<file path="config.mk">
export PLATFORM = sky130hd
export DESIGN_NAME = float_div_iterative
export DESIGN_NICKNAME = d
export VERILOG_FILES = /design/src/rtl/fp16_pkg.sv /design/src/rtl/fp16_div_round_pack.sv /design/src/rtl/float_div_iterative.sv
export SDC_FILE = /design/constraint.sdc
export NUM_CORES = 1
export LEC_CHECK = 0
export ABC_AREA = 1
export CAP_MARGIN = 5
export CELL_PAD_IN_SITES_DETAIL_PLACEMENT = 1
export CELL_PAD_IN_SITES_GLOBAL_PLACEMENT = 1
export CORE_ASPECT_RATIO = 0.8
export CORE_UTILIZATION = 36
export DETAILED_ROUTE_END_ITERATION = 7
export PLACE_DENSITY = 0.84
export SLEW_MARGIN = 25
export SYNTH_ARGS = -nofsm -noshare
export SYNTH_HDL_FRONTEND = slang
export SYNTH_SLANG_ARGS = --single-unit
</file>
<file path="constraint.sdc">
create_clock -name clk -period 3.2 [get_ports clk]
set_clock_uncertainty 0.1 [all_clocks]
set_input_delay 0.64 -clock clk [delete_from_list [all_inputs] [get_ports clk]]
set_output_delay 0.64 -clock clk [all_outputs]
set_load 0.02 [all_outputs]
</file>
<file path="src/rtl/fp16_pkg.sv">
// Shared FP16 field definitions, constants and operand classification.
package fp16_pkg;

    localparam int unsigned EXP_W  = 5;
    localparam int unsigned FRAC_W = 10;
    localparam int unsigned BIAS   = 15;

    localparam logic [15:0]      FP16_QNAN    = 16'h7E00;
    localparam logic [EXP_W-1:0] FP16_EXP_MAX = 5'h1F;

    typedef enum logic [1:0] {
        FP_ZERO,
        FP_NORMAL,
        FP_INF,
        FP_NAN
    } fp_class_e;

    typedef struct packed {
        logic              sign;
        logic [EXP_W-1:0]  exp;
        logic [FRAC_W-1:0] frac;
    } fp16_t;

    // Subnormals are flushed, so they classify as zero.
    function automatic fp_class_e fp16_classify(input fp16_t x);
        if (x.exp == FP16_EXP_MAX) begin
            return (x.frac == '0) ? FP_INF : FP_NAN;
        end else if (x.exp == '0) begin
            return FP_ZERO;
        end
        return FP_NORMAL;
    endfunction

    function automatic logic fp16_is_subnormal(input fp16_t x);
        return (x.exp == '0) && (x.frac != '0);
    endfunction

endpackage

</file>
<file path="src/rtl/fp16_div_round_pack.sv">
// Combinational round-to-nearest-even, range check and special-case packing
// of the raw restoring-division quotient.
module fp16_div_round_pack
    import fp16_pkg::*;
(
    input  logic [12:0]       q_i,
    input  logic              rem_nz_i,
    input  logic signed [6:0] exp_i,
    input  logic              sign_i,
    input  logic [1:0]        cls1_i,
    input  logic [1:0]        cls2_i,
    input  logic              ftz1_i,
    input  logic              ftz2_i,
    output logic [15:0]       result_c_o,
    output logic              overflow_c_o,
    output logic              zero_c_o,
    output logic              nan_c_o,
    output logic              prec_lost_c_o
);

    logic              nan_case;
    logic              inf_case;
    logic              zero_case;
    logic              ftz_lost;
    logic              guard;
    logic              sticky;
    logic              carry;
    logic [9:0]        frac_sel;
    logic [9:0]        frac_rnd;
    logic signed [6:0] e;

    always_comb begin
        result_c_o    = '0;
        overflow_c_o  = 1'b0;
        zero_c_o      = 1'b0;
        nan_c_o       = 1'b0;
        prec_lost_c_o = 1'b0;

        nan_case  = (cls1_i == FP_NAN) || (cls2_i == FP_NAN) ||
                    ((cls1_i == FP_ZERO) && (cls2_i == FP_ZERO)) ||
                    ((cls1_i == FP_INF) && (cls2_i == FP_INF));
        inf_case  = (cls1_i == FP_INF) || ((cls1_i == FP_NORMAL) && (cls2_i == FP_ZERO));
        zero_case = (cls1_i == FP_ZERO) || (cls2_i == FP_INF);
        // A flushed operand only matters when the other one does not already force the result.
        ftz_lost  = (ftz1_i && (cls2_i != FP_INF)) || (ftz2_i && (cls1_i != FP_INF));

        // Normalise: quotient lies in [0.5, 2), so at most one position of shift.
        if (q_i[12]) begin
            frac_sel = q_i[11:2];
            guard    = q_i[1];
            sticky   = q_i[0] | rem_nz_i;
            e        = exp_i;
        end else begin
            frac_sel = q_i[10:1];
            guard    = q_i[0];
            sticky   = rem_nz_i;
            e        = exp_i - 7'sd1;
        end

        {carry, frac_rnd} = {1'b0, frac_sel} + 11'(guard & (sticky | frac_sel[0]));
        if (carry) begin
            e = e + 7'sd1;
        end

        if (nan_case) begin
            result_c_o = FP16_QNAN;
            nan_c_o    = 1'b1;
        end else if (inf_case) begin
            result_c_o    = {sign_i, FP16_EXP_MAX, 10'h0};
            overflow_c_o  = 1'b1;
            prec_lost_c_o = ftz_lost;
        end else if (zero_case) begin
            result_c_o    = {sign_i, 15'h0};
            zero_c_o      = 1'b1;
            prec_lost_c_o = ftz_lost;
        end else if (e >= 7'sd31) begin
            result_c_o    = {sign_i, FP16_EXP_MAX, 10'h0};
            overflow_c_o  = 1'b1;
            prec_lost_c_o = 1'b1;
        end else if (e <= 7'sd0) begin
            result_c_o    = {sign_i, 15'h0};
            zero_c_o      = 1'b1;
            prec_lost_c_o = 1'b1;
        end else begin
            result_c_o    = {sign_i, e[4:0], frac_rnd};
            prec_lost_c_o = guard | sticky;
        end
    end

endmodule

</file>
<file path="src/rtl/float_div_iterative.sv">
// Iterative FP16 divider: one restoring-division quotient bit per cycle,
// valid/ready handshake on both sides, fixed latency for all operands.
module float_div_iterative
    import fp16_pkg::*;
#(
    parameter int unsigned QBITS = 13
) (
    input  logic        clk,
    input  logic        rst,
    input  logic        valid_in,
    output logic        ready_in,
    input  logic [15:0] num1,
    input  logic [15:0] num2,
    output logic        valid_out,
    input  logic        ready_out,
    output logic [15:0] result,
    output logic        overflow,
    output logic        zero,
    output logic        NaN,
    output logic        precisionLost
);

    localparam int unsigned      CNT_W    = $clog2(QBITS + 1);
    localparam logic [QBITS-1:0] LOW_MASK = (QBITS'(1) << (QBITS - 13)) - QBITS'(1);

    typedef enum logic [1:0] {
        S_IDLE,
        S_DIV,
        S_DONE
    } state_e;

    state_e            state_q, state_d;
    logic [CNT_W-1:0]  cnt_q, cnt_d;
    fp16_t             a_q, a_d, b_q, b_d;
    logic [11:0]       rem_q, rem_d;
    logic [QBITS-1:0]  q_q, q_d;
    logic signed [6:0] exp_q, exp_d;
    logic [15:0]       result_q, result_d;
    logic              ovf_q, ovf_d, zero_q, zero_d, nan_q, nan_d, pl_q, pl_d;
    logic              valid_out_q, valid_out_d, ready_in_q, ready_in_d;

    logic [11:0]       mb;
    logic              iter_bit;
    logic [11:0]       rem_sub;
    logic [11:0]       rem_iter;
    logic [QBITS-1:0]  q_iter;
    logic              rem_nz;
    fp_class_e         cls1, cls2;
    logic [15:0]       pk_result;
    logic              pk_ovf, pk_zero, pk_nan, pk_pl;

    // One restoring step: compare, conditionally subtract, shift.
    assign mb       = {1'b0, 1'b1, b_q.frac};
    assign iter_bit = (rem_q >= mb);
    assign rem_sub  = iter_bit ? (rem_q - mb) : rem_q;
    assign rem_iter = 12'({rem_sub, 1'b0});
    assign q_iter   = QBITS'({q_q, iter_bit});
    assign rem_nz   = (rem_iter != 12'd0) || ((q_iter & LOW_MASK) != '0);

    assign cls1 = fp16_classify(a_q);
    assign cls2 = fp16_classify(b_q);

    fp16_div_round_pack u_round_pack (
        .q_i           (q_iter[QBITS-1 -: 13]),
        .rem_nz_i      (rem_nz),
        .exp_i         (exp_q),
        .sign_i        (a_q.sign ^ b_q.sign),
        .cls1_i        (cls1),
        .cls2_i        (cls2),
        .ftz1_i        (fp16_is_subnormal(a_q)),
        .ftz2_i        (fp16_is_subnormal(b_q)),
        .result_c_o    (pk_result),
        .overflow_c_o  (pk_ovf),
        .zero_c_o      (pk_zero),
        .nan_c_o       (pk_nan),
        .prec_lost_c_o (pk_pl)
    );

    always_ff @(posedge clk or posedge rst) begin
        if (rst) begin
            state_q     <= S_IDLE;
            cnt_q       <= '0;
            a_q         <= '0;
            b_q         <= '0;
            rem_q       <= '0;
            q_q         <= '0;
            exp_q       <= '0;
            result_q    <= '0;
            ovf_q       <= 1'b0;
            zero_q      <= 1'b0;
            nan_q       <= 1'b0;
            pl_q        <= 1'b0;
            valid_out_q <= 1'b0;
            ready_in_q  <= 1'b1;
        end else begin
            state_q     <= state_d;
            cnt_q       <= cnt_d;
            a_q         <= a_d;
            b_q         <= b_d;
            rem_q       <= rem_d;
            q_q         <= q_d;
            exp_q       <= exp_d;
            result_q    <= result_d;
            ovf_q       <= ovf_d;
            zero_q      <= zero_d;
            nan_q       <= nan_d;
            pl_q        <= pl_d;
            valid_out_q <= valid_out_d;
            ready_in_q  <= ready_in_d;
        end
    end

    // Count 0 is a setup cycle; counts 1..QBITS each retire one quotient bit.
    always_comb begin
        state_d  = state_q;
        cnt_d    = cnt_q;
        a_d      = a_q;
        b_d      = b_q;
        rem_d    = rem_q;
        q_d      = q_q;
        exp_d    = exp_q;
        result_d = result_q;
        ovf_d    = ovf_q;
        zero_d   = zero_q;
        nan_d    = nan_q;
        pl_d     = pl_q;

        case (state_q)
            S_IDLE: begin
                if (valid_in && ready_in_q) begin
                    state_d = S_DIV;
                    a_d     = num1;
                    b_d     = num2;
                    cnt_d   = '0;
                end
            end
            S_DIV: begin
                if (cnt_q == '0) begin
                    rem_d = {1'b0, 1'b1, a_q.frac};
                    q_d   = '0;
                    exp_d = $signed({2'b00, a_q.exp}) - $signed({2'b00, b_q.exp})
                            + $signed(7'(BIAS));
                    cnt_d = CNT_W'(1);
                end else begin
                    rem_d = rem_iter;
                    q_d   = q_iter;
                    cnt_d = cnt_q + CNT_W'(1);
                    if (cnt_q == CNT_W'(QBITS)) begin
                        state_d  = S_DONE;
                        cnt_d    = '0;
                        result_d = pk_result;
                        ovf_d    = pk_ovf;
                        zero_d   = pk_zero;
                        nan_d    = pk_nan;
                        pl_d     = pk_pl;
                    end
                end
            end
            S_DONE: begin
                if (ready_out) begin
                    state_d = S_IDLE;
                end
            end
            default: state_d = S_IDLE;
        endcase

        valid_out_d = (state_d == S_DONE);
        ready_in_d  = (state_d == S_IDLE);
    end

    assign ready_in      = ready_in_q;
    assign valid_out     = valid_out_q;
    assign result        = result_q;
    assign overflow      = ovf_q;
    assign zero          = zero_q;
    assign NaN           = nan_q;
    assign precisionLost = pl_q;

endmodule

</file>
Yosys cells after proc, flatten, opt, wreduce, memory -nomap -nowiden
Index checks and enable logic that the tools add are counted.
{"block": "classes", "n_addsub": 7, "mul": 0, "div": 0, "n_lt_le_gt_ge": 3, "n_eq_ne": 14, "n_shift": 0, "n_mux": 49, "n_bitwise": 6, "reduce_logical": 31}
{"op": "two-way mux 15 bit", "n": 4}
{"op": "two-way mux 12 bit", "n": 2}
{"op": "two-way mux 1 bit", "n": 23}
{"op": "zero test 10 bit", "n": 2}
{"op": "two-way mux 2 bit", "n": 10}
{"op": "nonzero test 10 bit", "n": 2}
{"op": "two-way mux 16 bit", "n": 1}
{"op": "two-way mux 7 bit", "n": 2}
{"op": "== test 2 bit (second input constant)", "n": 6}
{"op": "greater-or-equal comparator 12 x 11 -> 1 bit", "n": 1}
{"op": "two-way mux 4 bit", "n": 3}
{"op": "nonzero test 12 bit", "n": 1}
{"op": "adder 10 x 11 -> 11 bit", "n": 1}
{"op": "AND 1 x 11 -> 11 bit", "n": 1}
{"op": "two-way mux 11 bit", "n": 1}
{"op": "subtractor 11 bit", "n": 1}
{"op": "== test 5 bit (second input constant)", "n": 2}
{"op": "zero test 5 bit", "n": 2}
{"op": "two-way mux 10 bit", "n": 1}
{"op": "logical AND 1 bit", "n": 8}
{"op": "zero test 2 bit", "n": 4}
{"op": "one-hot mux 4 bit (2 select lines)", "n": 1}
{"op": "adder 6 x 5 -> 7 bit (second input constant)", "n": 1}
{"op": "adder 7 x 2 -> 7 bit (second input constant)", "n": 1}
{"op": "17 further kinds", "n": 29}
{"block": "word_totals", "register_bits": 91, "latchBits": 0, "ram_bits": 0, "romBits": 0, "output_inout_bits": 22, "wordCells": 128, "n_memories": 0}

Longest topological paths before layout
Gate-level depths: netlist of run 1.
{"block": "logic_depth", "word_depth": 15, "ltp_mapped": 27, "mapped_depth_nobuf": 27}

By module
Synthesis of run 1 repeated with hierarchy kept, for this count alone.
{"block": "hier_totals", "cells_unflattened": 820, "hier_area_um2": 6023.3}
{"module": "float_div_iterative", "n_inst": 1, "cells_per_inst": 596, "area_each_um2": 4728.3, "seq_area_each_um2": 2278.4}
{"module": "fp16_div_round_pack", "n_inst": 1, "cells_per_inst": 224, "area_each_um2": 1295.0, "seq_area_each_um2": 0.0}

Least setup slack after synthesis of run 1
No wires, ideal clock.
{"block": "synth_timing", "kind": "register -> register", "start": "reg b_q[0] in the netlist's numbering", "end": "reg pl_q (netlist: precisionLost)", "t_arrival_ps": 3099, "path_slack_ps": -116, "stages_incl_launch_ff": 26, "path_buffers": 0, "synth_period_minus_slack_ps": 3316, "cell_sequence": "dfrtp_1 > ha_1 > fa_1 > inv_1 > nand3_1 > nand3_1 > nand2_1 > nand3_1 > nand2_1 > o21ai_1 > nand2_1 > inv_2 > ha_1 > inv_1 > a21oi_1 > nand3_2 > nor2_4 > nand2_1 > nand2_1 > nor2_1 > nand2_1 > nand3_4 > nor2_8 > nand3_1 > nand2_1 > nand2_1"}
{"block": "synth_via", "elab_chain_cells": 15}
{"element": "start, declared", "line_no": "float_div_iterative.sv:34", "source": "fp16_t a_q, a_d, b_q, b_d;"}
{"element": "start signal, assigned", "line_no": "float_div_iterative.sv:84", "source": "b_q <= '0;"}
{"element": "start signal, assigned", "line_no": "float_div_iterative.sv:99", "source": "b_q <= b_d;"}
{"element": "subtractor 11 bit or greater-or-equal comparator 12 x 11 -> 1 bit (tied branches)", "line_no": "float_div_iterative.sv:55, float_div_iterative.sv:54"}
{"element": "two-way mux 11 bit", "line_no": "float_div_iterative.sv:55", "source": "assign rem_sub = iter_bit ? (rem_q - mb) : rem_q;"}
{"element": "nonzero test 12 bit", "line_no": "float_div_iterative.sv:58", "source": "assign rem_nz = (rem_iter != 12'd0) || ((q_iter & LOW_MASK) != '0);"}
{"element": "bitwise OR 1 bit", "line_no": "fp16_div_round_pack.sv:51", "source": "sticky = q_i[0] | rem_nz_i;"}
{"element": "two-way mux 1 bit", "line_no": "fp16_div_round_pack.sv:48", "source": "if (q_i[12]) begin"}
{"element": "bitwise OR 1 bit", "line_no": "fp16_div_round_pack.sv:60", "source": "{carry, frac_rnd} = {1'b0, frac_sel} + 11'(guard & (sticky | frac_sel[0]));"}
{"element": "AND 1 x 11 -> 11 bit", "line_no": "fp16_div_round_pack.sv:60"}
{"element": "adder 10 x 11 -> 11 bit", "line_no": "fp16_div_round_pack.sv:60"}
{"element": "two-way mux 7 bit", "line_no": "fp16_div_round_pack.sv:61", "source": "if (carry) begin"}
{"element": "<= comparator 7 x 1 -> 1 bit", "line_no": "fp16_div_round_pack.sv:80", "source": "end else if (e <= 7'sd0) begin"}
{"element": "two-way mux 1 bit", "line_no": "fp16_div_round_pack.sv:80"}
{"element": "two-way mux 1 bit", "line_no": "fp16_div_round_pack.sv:76", "source": "end else if (e >= 7'sd31) begin"}
{"element": "two-way mux 1 bit", "line_no": "fp16_div_round_pack.sv:72", "source": "end else if (zero_case) begin"}
{"element": "two-way mux 1 bit", "line_no": "fp16_div_round_pack.sv:68", "source": "end else if (inf_case) begin"}
{"element": "two-way mux 1 bit (*)", "line_no": "fp16_div_round_pack.sv:65", "source": "if (nan_case) begin"}
{"element": "end signal, assigned", "line_no": "float_div_iterative.sv:107", "source": "pl_q <= pl_d;"}
{"element": "end, declared", "line_no": "float_div_iterative.sv:39", "source": "logic ovf_q, ovf_d, zero_q, zero_d, nan_q, nan_d, pl_q, pl_d;"}
Mark *: on every way between the ends. The rest lies on a longest branch, timed or not.
A chain may end at the register's enable or synchronous reset.

Worst setup path after layout of run 1
{"block": "layout_timing", "start": "reg b_q[9] in the netlist's numbering", "end": "reg result_q[6] (netlist: result[6])"}
{"block": "layout_via", "elab_chain_cells": 15}
{"element": "subtractor 11 bit or greater-or-equal comparator 12 x 11 -> 1 bit (tied branches)", "line_no": "float_div_iterative.sv:55, float_div_iterative.sv:54"}
{"element": "two-way mux 11 bit", "line_no": "float_div_iterative.sv:55"}
{"element": "nonzero test 12 bit", "line_no": "float_div_iterative.sv:58"}
{"element": "bitwise OR 1 bit", "line_no": "fp16_div_round_pack.sv:51"}
{"element": "two-way mux 1 bit", "line_no": "fp16_div_round_pack.sv:48"}
{"element": "bitwise OR 1 bit", "line_no": "fp16_div_round_pack.sv:60"}
{"element": "AND 1 x 11 -> 11 bit", "line_no": "fp16_div_round_pack.sv:60"}
{"element": "adder 10 x 11 -> 11 bit", "line_no": "fp16_div_round_pack.sv:60"}
{"element": "two-way mux 7 bit", "line_no": "fp16_div_round_pack.sv:61"}
{"element": "<= comparator 7 x 1 -> 1 bit", "line_no": "fp16_div_round_pack.sv:80"}
{"element": "two-way mux 15 bit", "line_no": "fp16_div_round_pack.sv:80"}
{"element": "two-way mux 15 bit", "line_no": "fp16_div_round_pack.sv:76"}
{"element": "two-way mux 15 bit", "line_no": "fp16_div_round_pack.sv:72"}
{"element": "two-way mux 15 bit", "line_no": "fp16_div_round_pack.sv:68"}
{"element": "two-way mux 16 bit (*)", "line_no": "fp16_div_round_pack.sv:65"}
{"element": "end signal, assigned", "line_no": "float_div_iterative.sv:103", "source": "result_q <= result_d;"}
{"element": "end, declared", "line_no": "float_div_iterative.sv:38", "source": "logic [15:0] result_q, result_d;"}
Marked as above.

==> results of run 1 <==
-- per-layer routing --
layer  global-route usage (%)  up-vias  routed length, µm
met2                     38.7      111               9250
li1                         -     2822                  -
met5                        0        -                  0
met1                     32.8     2937               9500
met4                     9.36        0                430
met3                     4.38       38                638
-- synthesized netlist by cell type (all sizes together) (2+ instances only) --
cell type  count  area (µm²)
clkbuf        12        45.0
buf            5        46.3
xnor2          3        26.3
fa             2        40.0
nand3         62         338
inv          125         474
nor2          60         282
nor4           4        25.0
a21oi         14        70.1
ha            22         275
nor3           4        20.0
o221ai         5        43.8
nand4         14        87.6
o21ai         57         308
nand2        298        1160
o22ai         17         106
nand3b         2        15.0
dfrtp         90        2250
o211ai         4        30.0
xor2          12         105
-- path summary, 6_finish.rpt --
check	from	end	slack, ns	cells past startpoint
worst max register to register	b_q[9]	result[6]	-0.26	24
worst min-delay path	result[12]	result[12]	0.39	2
worst min register to register	result[12]	result[12]	0.39	2
worst max-delay path	b_q[9]	result[6]	-0.26	24
min in group asynchronous	rst	state_q[1]	0.50	2
max in group asynchronous	rst	result[11]	1.76	3
-- through the flow --
| step | total power, µW | cells |
|---|---|---|
| finish | 8780 | 1154 |
| global route | 9530 | 1154 |
| CTS | 8380 | 1146 |
| detailed placement | 7000 | 1107 |
| global placement | 6780 | 1107 |
| floorplan | 5380 | 818 |
-- power by group through the flow --
stage	clock network, µW	logic (µW)	registers [µW]
2_1_floorplan	0	3390	1990
3_3_place_gp	0	4800	1990
3_5_place_dp	0	4990	2010
4_1_cts	1050	5340	2000
5_1_grt	1100	6340	2090
6_report	1040	5710	2040
-- cell families after synthesis --
| family | count (synthesis) |
|---|---|
| simple gates | 445 |
| fa+ha+maj | 24 |
| flops | 91 |
| buf+inv | 143 |
| compound gates | 100 |
| xor+xnor | 15 |
-- what timing repair did --
action	in CTS	in global routing
pin swaps	18	17
setup endpoints to repair	18	18
buffers inserted	23	8
hold buffers	0	0
resized for setup	22	26
-- flip-flops by register name, indices dropped and copies added, names as in the netlist, 2 cells and up --
name and flops:
rem_q 12, state_q 2, a_q 16, exp_q 7, cnt_q 4, b_q 16
q_q 12, result 16
-- worst reg2reg max path: stages (launching register included) --
cell and delay [ns]:
dfrtp_1 0.37, inv_1 0.13, ha_1 0.27, buf_4 0.15, nand2_1 0.11, nand2_1 0.09, a21oi_2 0.16, nand3_2 0.11
nand2_2 0.11, o21ai_4 0.08, nand2_2 0.09, inv_2 0.06, ha_4 0.17, inv_2 0.07, a21oi_2 0.04, buf_4 0.13
buf_4 0.12, buf_4 0.12, buf_4 0.12, buf_4 0.12, buf_4 0.12, buf_4 0.13, nand2_1 0.08, o21ai_0 0.15
o21ai_2 0.18
-- layout make-up --
cell class	instances	area, µm²	area share [%]
inverter	126	482	6.39
tap	215	269	3.57
multi-input combinational	584	3160	42.0
timing repair buffer	122	1070	14.2
clock buffer	12	246	3.27
clock inverter	4	26.3	0.349
sequential	91	2280	30.2
==> flow_summary.yaml, run 1 <==
final_layout:
  antenna_cells: 0
  num-fill-cells: 2013
  stdcell_area_mm2: 0.00753
  fin_util_pct: 47.8
  mostFrequentLayoutCell: "nand2_1"
  layout-drive-gt1-share_pct: 17.1
  fin_nets: 994
  most-common-layout-cells: "nand2_1, inv_1, dfrtp_1"
  syn_to_final_growth_pct: 29.8
critical_path:
  crit_family: "buffers and inverters"
  required_ns: 3.38
  critical_path.most_common_cell: "buf_4"
  path_cells: "inv_1 > ha_1 > buf_4 > nand2_1 > nand2_1 > a21oi_2 > nand3_2 > nand2_2 > o21ai_4 > nand2_2 > inv_2 > ha_4 > inv_2 > a21oi_2 > buf_4 > buf_4 > buf_4 > buf_4 > buf_4 > buf_4 > buf_4 > nand2_1 > o21ai_0 > o21ai_2"
  cp-end-kind: "flip-flop"
  cpPeakStageDelay_ns: 0.37
  path_max_fanout: 3
  critPathBufInv: 11
  worstPathArrival_ns: 3.64
  start_kind: "flip-flop"
  cp_slowest_cell: "dfrtp_1"
  critPathKind: "reg -> reg"
placed_design:
  place_hpwl_um: 13500
  dpl_cell_area_mm2: 0.00684
  dp_slack_ns: -0.269
  port_buffers: 57
  place.gp.congestion: 0.846
sta:
  relSlewSlack_pct: 51.1
  grt_setup_unrepaired: "yes"
  min_period_over_period_pct: 108
  hold_slack_ns: 0.393
  setup_viol: 18
  fmaxAchievable_ghz: 0.289
  worst_slew_pin_slew_ns: 0.733
  setup_tns_ns: -2.78
  drv_slew: 0
  worst_slack_ns: -0.259
  hold_viol_final: 0
  period_minus_slack_ns: 3.46
power:
  power_frac_comb_pct: 65.0
  p_int_uw: 4350
  power_density_mw_per_mm2: 1170
  leakagePower_uw: 0.00376
  switching_share_pct: 50.5
  seqPwrFrac_pct: 23.2
  ir_drop_uv: 344
  p_switching_uw: 4440
  pwr-share-clk_pct: 11.8
drt:
  viasPerCell: 5.12
  post_drt_wl_per_cell_um: 17.2
  drtIter0Drc: 383
  vias: 5908
  drtAntennaViolNets: 0
  finalWirelength_um: 19800
  post-route-drc-count: 0
  drtPass1Iterations: 5
floorplanning:
  ios: 58
  die_y_um: 116
  initial_core_util_pct: 36.9
  die_area_mm2: 0.0166
  fp-row-count: 41
  die_w_um: 144
  core_mm2: 0.0157
synth:
  synth_compound_area_share_pct: 10.0
  synth_fp_nets: 878
  yosysSeqAreaShare_pct: 39.3
  syn_inst: 818
  synth_top_family_by_area: "simple AND/OR/NAND/NOR gates"
  synth-adder-area-share_pct: 5.43
  ys_types: 39
  avgSynthCellArea_um2: 7.10
  synth_edf_count: 0
  synthFlopType: "dfrtp_1"
  synthMuxAreaShare_pct: 0
  ys_warn_count: 0
  yosys.area_share.simple_pct: 33.2
  netlist_area_mm2: 0.00580
  synth-xor-area-share_pct: 2.26
  synthArstFlopShare_pct: 100
  synth_seq_cells: 91
status:
  violations: "setup timing"
  outcome: "finished with violations"
clock_tree:
  htreeDepth: 3
  cts_tree: "yes"
  worstSkewPairLatency_ns: 0.36
  clock-sinks: 91
  clk_pin_slew_ns: 0.07
  cts.root.buffer_cell: "clkbuf_16"
  cts_buffer_depth: 2
  cts_buffers: 9
hold_path:
  min_path_type: "reg -> reg"
global_route:
  first_global_vias: 6135
  grt_max_degree: 51
  antenna_found_initial: 0
  grt_pass1_wl_um: 30900
  track_usage_pct: 24.3
  overflow: 0
job:
  maxCapViolCount: 0
Note: power is estimated with default switching activity, not from simulation.
==> run 2, diff against run 1 <==
PLACE_DENSITY = 0.81   (was 0.84)
clock period = 4.1 ns   (was 3.2 ns; I/O delays follow)
==> run 2 against run 1 <==
  * The flow now finishes without violations
  * Critical path depth is 1 higher
  * Count of clock-buffer cells in the layout unchanged
  * Global-route usage fell by 3.0 points
  * Hold slack lost 0.0094 ns
  * Critical path type unchanged
  * Sequential cell count unchanged
  * Wire length down 18%
  * Total power down 31%
==> flow_summary.yaml, run 2 (synthesis gave the netlist of run 1 again) <==
status:
  outcome: "finished, final reports clean"
drt:
  finalWirelength_um: 16200
  drtAntennaViolNets: 0
  drtIter0Drc: 222
  viasPerCell: 4.82
  post_drt_wl_per_cell_um: 14.7
  post-route-drc-count: 0
  vias: 5297
  drtPass1Iterations: 4
final_layout:
  syn_to_final_growth_pct: 19.7
  fin_nets: 939
  antenna_cells: 0
  fin_util_pct: 44.1
  most-common-layout-cells: "nand2_1, inv_1, dfrtp_1"
  mostFrequentLayoutCell: "nand2_1"
  layout-drive-gt1-share_pct: 7.59
  num-fill-cells: 1981
  stdcell_area_mm2: 0.00695
placed_design:
  place_hpwl_um: 12700
  dpl_cell_area_mm2: 0.00662
  place.gp.congestion: 0.887
  port_buffers: 57
sta:
  setup_tns_ns: 0
  hold_viol_final: 0
  worst_slew_pin_slew_ns: 0.892
  min_period_over_period_pct: 90.1
  relSlewSlack_pct: 40.5
  grt_setup_unrepaired: "no"
  period_minus_slack_ns: 3.69
  fmaxAchievable_ghz: 0.271
  drv_slew: 0
  setup_viol: 0
clock_tree:
  cts_buffer_depth: 2
  worstSkewPairLatency_ns: 0.35
  cts.root.buffer_cell: "clkbuf_16"
  cts_tree: "yes"
  htreeDepth: 3
  clock-sinks: 91
  cts_buffers: 9
  clk_pin_slew_ns: 0.06
critical_path:
  worstPathArrival_ns: 3.83
  reg2reg_slack_ns: 0.41
  path_max_fanout: 6
  cp-end-kind: "flip-flop"
  start_kind: "flip-flop"
  critPathKind: "reg -> reg"
  required_ns: 4.24
power:
  seqPwrFrac_pct: 25.8
  ir_drop_uv: 271
  p_switching_uw: 3010
  power_frac_comb_pct: 60.0
  leakagePower_uw: 0.00349
  p_int_uw: 3070
  switching_share_pct: 49.5
  pwr-share-clk_pct: 14.2
  power_density_mw_per_mm2: 874
global_route:
  grt_max_degree: 49
  track_usage_pct: 21.3
  overflow: 0
  grt_pass1_wl_um: 27300
  first_global_vias: 5471
  antenna_found_initial: 0
floorplanning:
  fp-row-count: 41
  initial_core_util_pct: 36.9
  core_mm2: 0.0157
  die_w_um: 144
  die_y_um: 116
  ios: 58
  die_area_mm2: 0.0166
job:
  maxCapViolCount: 0
hold_path:
  min_path_type: "reg -> reg"
## run 2: repair_timing
item / 4_1_cts / 5_1_grt
hold buffers: 0 / 0
setup endpoints to repair: 0 / 16
buffers inserted: 0 / 1
hold endpoints to repair: 0 / 0
resized for setup: 0 / 3
## run 2: final cells by class
type	count	area, µm²	area share [%]
Clock buffer	12	256	3.69
Sequential cell	91	2280	32.8
Inverter	126	479	6.90
Tap cell	215	269	3.87
Clock inverter	3	47.5	0.685
Timing Repair Buffer	67	646	9.30
Multi-Input combinational cell	584	2970	42.7
## run 2: worst paths after layout
kind,start,end,cells past startpoint
min in group asynchronous,rst,b_q[12],2
max reg2reg,b_q[0],precisionLost,25
min,overflow,overflow,2
max,b_q[0],precisionLost,25
max in group asynchronous,rst,ready_in,3
min reg2reg,overflow,overflow,2
## run 2: metrics by stage
| step | power (µW) | cells | worst slack [ns] | hold slack, ns |
|---|---|---|---|---|
| final | 6070 | 1098 | 0.407 | 0.384 |
| after global routing | 6720 | 1098 | 0.00132 | 0.407 |
| after CTS | 6100 | 1097 | 0.362 | 0.386 |
| after detailed placement | 5190 | 1082 | 0.433 | 0.369 |
| after global placement | 5070 | 1082 | 0.562 | 0.367 |
| after floorplan | 4190 | 818 | 0.784 | 0.359 |
## run 2: worst max-delay path, stage by stage, from the launching register on
cell and delay [ns]:
dfrtp_1 0.40, ha_1 0.23, fa_1 0.40, inv_1 0.07, nand3_1 0.08, nand3_1 0.10, nand2_1 0.12, nand3_2 0.11
nand2_1 0.07, o21ai_1 0.12, nand2_1 0.12, inv_2 0.10, ha_1 0.17, inv_1 0.08, a21oi_2 0.14, nand3_2 0.13
nor2_4 0.19, nand3_1 0.10, nand2_1 0.09, nand2_2 0.09, inv_4 0.10, nand3_4 0.10, nor2_8 0.16, nand3_1 0.09
nand2_1 0.07, nand2_1 0.05
## run 2: routing by layer
metal / wire, µm / track usage (%) / vias up
li1: - / - / 2711
met3: 402 / 3.60 / 12
met2: 7490 / 34.8 / 57
met4: 146 / 4.82 / 0
met5: 0 / 0 / -
met1: 8130 / 29.4 / 2517
## run 2: power groups by stage
stage	Sequential, µW	Clock (µW)	Combinational, µW
after CTS	1570	880	3650
after global routing	1620	912	4190
final	1570	862	3650
after global placement	1570	0	3510
after floorplan	1550	0	2630
after detailed placement	1580	0	3610
